[config.mk]
export PLATFORM = sky130hd
export DESIGN_NAME = dispense_sequencer
export DESIGN_NICKNAME = d
export VERILOG_FILES = /design/src/rtl/dispense_sequencer.sv
export SDC_FILE = /design/constraint.sdc
export NUM_CORES = 1
export LEC_CHECK = 0
export ABC_AREA = 1
export BUFFER_PORTS_ARGS = -buffer_cell sky130_fd_sc_hd__buf_2
export CORE_UTILIZATION = 58
export DETAILED_ROUTE_END_ITERATION = 6
export GPL_ROUTABILITY_DRIVEN = 0
export PLACE_DENSITY = 0.82
export SYNTH_ARGS = -nofsm -noshare
export SYNTH_HDL_FRONTEND = slang
export SYNTH_SLANG_ARGS = --single-unit
[constraint.sdc]
create_clock -name Clock -period 2.8 [get_ports Clock]
set_clock_uncertainty 0.15 [all_clocks]
set_input_delay 0.14 -clock Clock [delete_from_list [all_inputs] [get_ports Clock]]
set_output_delay 0.14 -clock Clock [all_outputs]
set_load 0.05 [all_outputs]
[src/rtl/dispense_sequencer.sv]
// Coffee dispense sequencer: accepts one drink order at a time and steps the
// water, coffee, cream and sugar valves through timed phases.
//
// Ports:
//   Clock        rising-edge clock
//   Reset        synchronous active-high reset
//   Order_Valid  order request, accepted when Order_Ready=1
//   Order_Type   00 black, 01 cream, 10 cream+sugar, 11 illegal
//   Order_Ready  high only while idle
//   Abort        cancels a drink while a valve phase is running
//   Water/Coffee/Cream/Sugar  valve enables, at most one high
//   Busy         high whenever a drink sequence is in progress
//   Done         one-cycle pulse in the finish cycle
//   Error        one-cycle pulse after an illegal order is rejected
//   Cup_Count    saturating count of completed drinks
module dispense_sequencer #(
  parameter int unsigned WATER_CYC  = 4,
  parameter int unsigned COFFEE_CYC = 3,
  parameter int unsigned CREAM_CYC  = 2,
  parameter int unsigned SUGAR_CYC  = 2
) (
  input  logic       Clock,
  input  logic       Reset,
  input  logic       Order_Valid,
  input  logic [1:0] Order_Type,
  output logic       Order_Ready,
  input  logic       Abort,
  output logic       Water,
  output logic       Coffee,
  output logic       Cream,
  output logic       Sugar,
  output logic       Busy,
  output logic       Done,
  output logic       Error,
  output logic [7:0] Cup_Count
);

  localparam int unsigned CNT_W = 4;
  localparam int unsigned CUP_W = 8;

  localparam logic [2:0] S_IDLE   = 3'd0;
  localparam logic [2:0] S_WATER  = 3'd1;
  localparam logic [2:0] S_COFFEE = 3'd2;
  localparam logic [2:0] S_CREAM  = 3'd3;
  localparam logic [2:0] S_SUGAR  = 3'd4;
  localparam logic [2:0] S_FINISH = 3'd5;

  localparam logic [1:0] T_BLACK   = 2'b00;
  localparam logic [1:0] T_SUGAR   = 2'b10;
  localparam logic [1:0] T_ILLEGAL = 2'b11;

  localparam logic [CNT_W-1:0] WATER_LD  = CNT_W'(WATER_CYC - 1);
  localparam logic [CNT_W-1:0] COFFEE_LD = CNT_W'(COFFEE_CYC - 1);
  localparam logic [CNT_W-1:0] CREAM_LD  = CNT_W'(CREAM_CYC - 1);
  localparam logic [CNT_W-1:0] SUGAR_LD  = CNT_W'(SUGAR_CYC - 1);
  localparam logic [CUP_W-1:0] CUP_MAX   = '1;

  logic [2:0]       state_q, state_d;
  logic [CNT_W-1:0] cnt_q, cnt_d;
  logic [1:0]       type_q, type_d;
  logic [CUP_W-1:0] cup_q, cup_d;
  logic             error_d;

  logic ready_q, water_q, coffee_q, cream_q, sugar_q, busy_q, done_q, error_q;

  logic phase_end;
  assign phase_end = (cnt_q == '0);

  // Next-state, phase counter, latched type and cup counter
  always_comb begin
    state_d = state_q;
    cnt_d   = cnt_q;
    type_d  = type_q;
    cup_d   = cup_q;
    error_d = 1'b0;
    case (state_q)
      S_IDLE: begin
        // Abort is ignored here; an order is still accepted with it
        if (Order_Valid) begin
          type_d = Order_Type;
          if (Order_Type == T_ILLEGAL) begin
            error_d = 1'b1;
          end else begin
            state_d = S_WATER;
            cnt_d   = WATER_LD;
          end
        end
      end
      S_WATER, S_COFFEE, S_CREAM, S_SUGAR: begin
        // Abort wins over a same-cycle phase end
        if (Abort) begin
          state_d = S_IDLE;
          cnt_d   = '0;
        end else if (!phase_end) begin
          cnt_d = cnt_q - CNT_W'(1);
        end else begin
          cnt_d = '0;
          case (state_q)
            S_WATER: begin
              state_d = S_COFFEE;
              cnt_d   = COFFEE_LD;
            end
            S_COFFEE: begin
              if (type_q == T_BLACK) begin
                state_d = S_FINISH;
              end else begin
                state_d = S_CREAM;
                cnt_d   = CREAM_LD;
              end
            end
            S_CREAM: begin
              if (type_q == T_SUGAR) begin
                state_d = S_SUGAR;
                cnt_d   = SUGAR_LD;
              end else begin
                state_d = S_FINISH;
              end
            end
            default: state_d = S_FINISH;
          endcase
        end
      end
      S_FINISH: begin
        state_d = S_IDLE;
        if (cup_q != CUP_MAX) begin
          cup_d = cup_q + CUP_W'(1);
        end
      end
      default: begin
        state_d = S_IDLE;
        cnt_d   = '0;
      end
    endcase
  end

  // State and registered outputs; outputs track the state being entered
  always_ff @(posedge Clock) begin
    if (Reset) begin
      state_q  <= S_IDLE;
      cnt_q    <= '0;
      type_q   <= T_BLACK;
      cup_q    <= '0;
      ready_q  <= 1'b1;
      water_q  <= 1'b0;
      coffee_q <= 1'b0;
      cream_q  <= 1'b0;
      sugar_q  <= 1'b0;
      busy_q   <= 1'b0;
      done_q   <= 1'b0;
      error_q  <= 1'b0;
    end else begin
      state_q  <= state_d;
      cnt_q    <= cnt_d;
      type_q   <= type_d;
      cup_q    <= cup_d;
      ready_q  <= (state_d == S_IDLE);
      water_q  <= (state_d == S_WATER);
      coffee_q <= (state_d == S_COFFEE);
      cream_q  <= (state_d == S_CREAM);
      sugar_q  <= (state_d == S_SUGAR);
      busy_q   <= (state_d != S_IDLE);
      done_q   <= (state_d == S_FINISH);
      error_q  <= error_d;
    end
  end

  assign Order_Ready = ready_q;
  assign Water       = water_q;
  assign Coffee      = coffee_q;
  assign Cream       = cream_q;
  assign Sugar       = sugar_q;
  assign Busy        = busy_q;
  assign Done        = done_q;
  assign Error       = error_q;
  assign Cup_Count   = cup_q;

endmodule

==> summary.md <==
| Metric | Value |
|---|---|
| Worst slew pin tran | `0.411 ns` |
| Cell area after layout | `1460 sq um` |
| Static Leak | `0.709 nW` |
| Routed Wire Length | `2.58 mm` |
| Most frequent cells in the layout | `39 x nand2_1, 25 x dfxtp_1, 23 x inv_1` |
| Vias in the first global route | `1105` |
| Row Count | `16` |
| Post-Synth Simple-Gate Area | `0.367` |
| Final min period | `1.98 ns` |
| Final period util | `0.708` |
| Slowest-stage cell, CP | `dlygate4sd3_1` |
| Final Setup Violations | `0` |
| Initial antenna violation count | `0` |
| Layout area overhead | `16.2%` |
| # IOs | `22` |
| Hpwl dp | `1.93 mm` |
| Routed length per instance | `11.0 microns` |
| CP arrival | `around 2.1 ns` |
| Initial Util | `0.627` |
| Clock sink count | `25` |
| Synth Area in Compound Gates | `0.0837` |
| Most used cell, CP | `dlygate4sd3_1` |
| Initial drt markers | `39` |
| Worst Hold Launch | `Order_Valid` |
| Final Hold Fails | `0` |
| CP top delay family | `buffers and inverters` |
| Power Dens Cells | `492 nW/um^2` |
| Min Hold Slack | `0.00132 ns` |
| Clock-pin slew on the worst setup and hold paths | `between 0.1 and 0.15 ns` |
| CP Launch Point | `Order_Type[0]` |
| CP peak stage delay | `0.56 ns` |
| Post-Place Setup Slack | `approximately 1.2 ns` |
| Max_cap viols | `0` |
| Sequential fraction of the synthesis area | `0.399` |
| Setup tns final | `0 ns` |
| Area after detailed placement | `1380 sq um` |
| Max Slew Vio Count | `0` |
| H-tree depth | `1` |
| Largest net degree at the start of global routing | `16` |
| CTS Buffer Depth | `2` |
| Clk_lat worst skew | `~0.32 ns` |
| Xor-xnor portion of the synthesized cell area | `0.0209` |
| First-pass GRT wire length | `4.52 mm` |
| Proportion of layout cells with a drive suffix above 1 | `0.217` |
| CP Capture Type | `flop` |
| CP bufs+invs | `4` |
| Final worst-path setup slack | `a little over 0.8 ns` |
| Drt pass-1 iters | `6` |
| Total Nets Final | `217` |
| CTS Buf Count | `3` |
| Antenna fix cells | `0` |
| Status | `completed` |
| Net Count, Synth | `189` |
| Max Freq | `505 MHz` |
| All-Layer GR Usage | `0.241` |
| Via Count | `1215` |
| Grt total ovfl | `0` |
| CP Cell Sequence | `dlygate4sd3_1 -> buf_2 -> nand2_1 -> dlygate4sd3_1 -> nor3_1 -> dlygate4sd3_1` |
| Die width | `48.5 microns` |
| Die Span Y | `48.5 microns` |
| Most common cell after layout, fill and taps aside | `nand2_1` |
| Hold/Removal Path Class | `in -> reg` |
| Via density | `5.19` |
| Yosys warns | `0` |
| Critical R2R Launch | `state_q[0]` |
| Port buffer count | `21` |
| Avg Cell Area, Syn | `6.97 sq um` |
| Worst rel slew slack | `0.726` |
| DRC | `0` |
| CTS tree | `yes` |
| Unrepaired setup endpoints after global routing | `false` |
| Die ar. | `2350 sq um` |
| Max VDD drop | `around 0.37 mV` |
| Crit path required time | `2.93 ns` |
| Mapped Cells | `180` |
| Mux cell area share after synthesis | `0` |
| CP Max Fanout | `2` |
| Adder-Cell Fraction of Synth Area | `0.0299` |
| Core area | `between 2000 and 2500 sq um` |
| Clk root buf | `clkbuf_4` |
| Distinct cell type count after synthesis | `23` |
| Yosys reg bits | `25` |
| Mapped cell area | `1250 sq um` |
| Gates resized, CTS repair | `0` |
| Combinational family with the most area after synthesis | `simple AND/OR/NAND/NOR gates` |
| Post-route ant nets | `0` |
| Worst Setup Start Kind | `primary input` |
| Setup Crit Path Kind | `in -> reg` |
-- repair_timing --
item                      CTS  global route
hold endpoints to repair    9             0
hold buffers                5             0
buffers inserted            0             0
-- worst min-delay path: stages --
cell and delay [ns]:
buf_2 0.11, nand2_2 0.11, a21oi_1 0.08
-- metal layers --
layer,GRT usage,routed length [microns],share of wire,up-vias
li1,-,-,-,618
met1,0.274,1090,0.42,542
met2,0.460,1280,0.50,41
met3,0.0314,132,0.051,14
met4,0.0784,75,0.029,0
met5,0,0,0,-
-- sequential cells by signal (all words and copies together) (netlist names), 2 cells and up --
name,count
Cup_Count,8
state_q,3
type_q,2
cnt_q,4
-- kinds of logic after synthesis --
group	count (synthesis)
fa+ha+maj	3
flops	25
simple gates	96
compound gates	21
buf+inv	32
xor+xnor	3
-- path summary, 6_finish.rpt --
check	slack (ns)	depth (start not counted)	endpoint
worst min-delay path	0.001	3	type_q[1]
worst min register to register	0.34	2	type_q[1]
worst max-delay path	0.82	6	Error
worst max register to register	1.12	6	Error
-- stage by stage --
step / util / instances / total power, mW
global placement: 0.688 / 225 / 0.546
global route: 0.728 / 234 / 0.757
finish: 0.728 / 234 / 0.718
CTS: 0.728 / 234 / 0.718
floorplan: - / 180 / 0.520
detailed placement: 0.688 / 225 / 0.552
-- area by class of cell --
type                            instances  area (sq um)
Clock inverter                          1          7.51
Inverter                               29           109
Fill cell                             188           544
Clock buffer                            3          22.5
Tap cell                               27          33.8
Timing Repair Buffer                   26           155
Multi-Input combinational cell        123           629
Sequential cell                        25           500
-- Yosys cell counts --
library cell,number,area (sq um)
nor2_2,3,18.8
nor3_1,5,25.0
nand3_2,1,10.0
buf_4,1,7.51
inv_1,23,86.3
xor2_1,2,17.5
nor2_4,2,22.5
nand3_1,11,55.1
nand3b_1,1,7.51
nand2_1,39,146
nor2_1,21,78.8
inv_2,6,22.5
o21ai_1,3,15.0
ha_1,3,37.5
nand4_1,5,31.3
nand2_4,3,33.8
nand2_2,5,31.3
xnor2_1,1,8.76
buf_2,1,5.00
o21ai_0,6,30.0
a21oi_1,12,60.1
clkbuf_1,1,3.75
dfxtp_1,25,500
-- power breakdown --
part | total, mW | internal [mW] | switching, mW
registers | 0.383 | 0.372 | 0.0105
logic | 0.168 | 0.0538 | 0.114
clock network | 0.167 | 0.0545 | 0.112
Power figures use the tool's default switching activity.
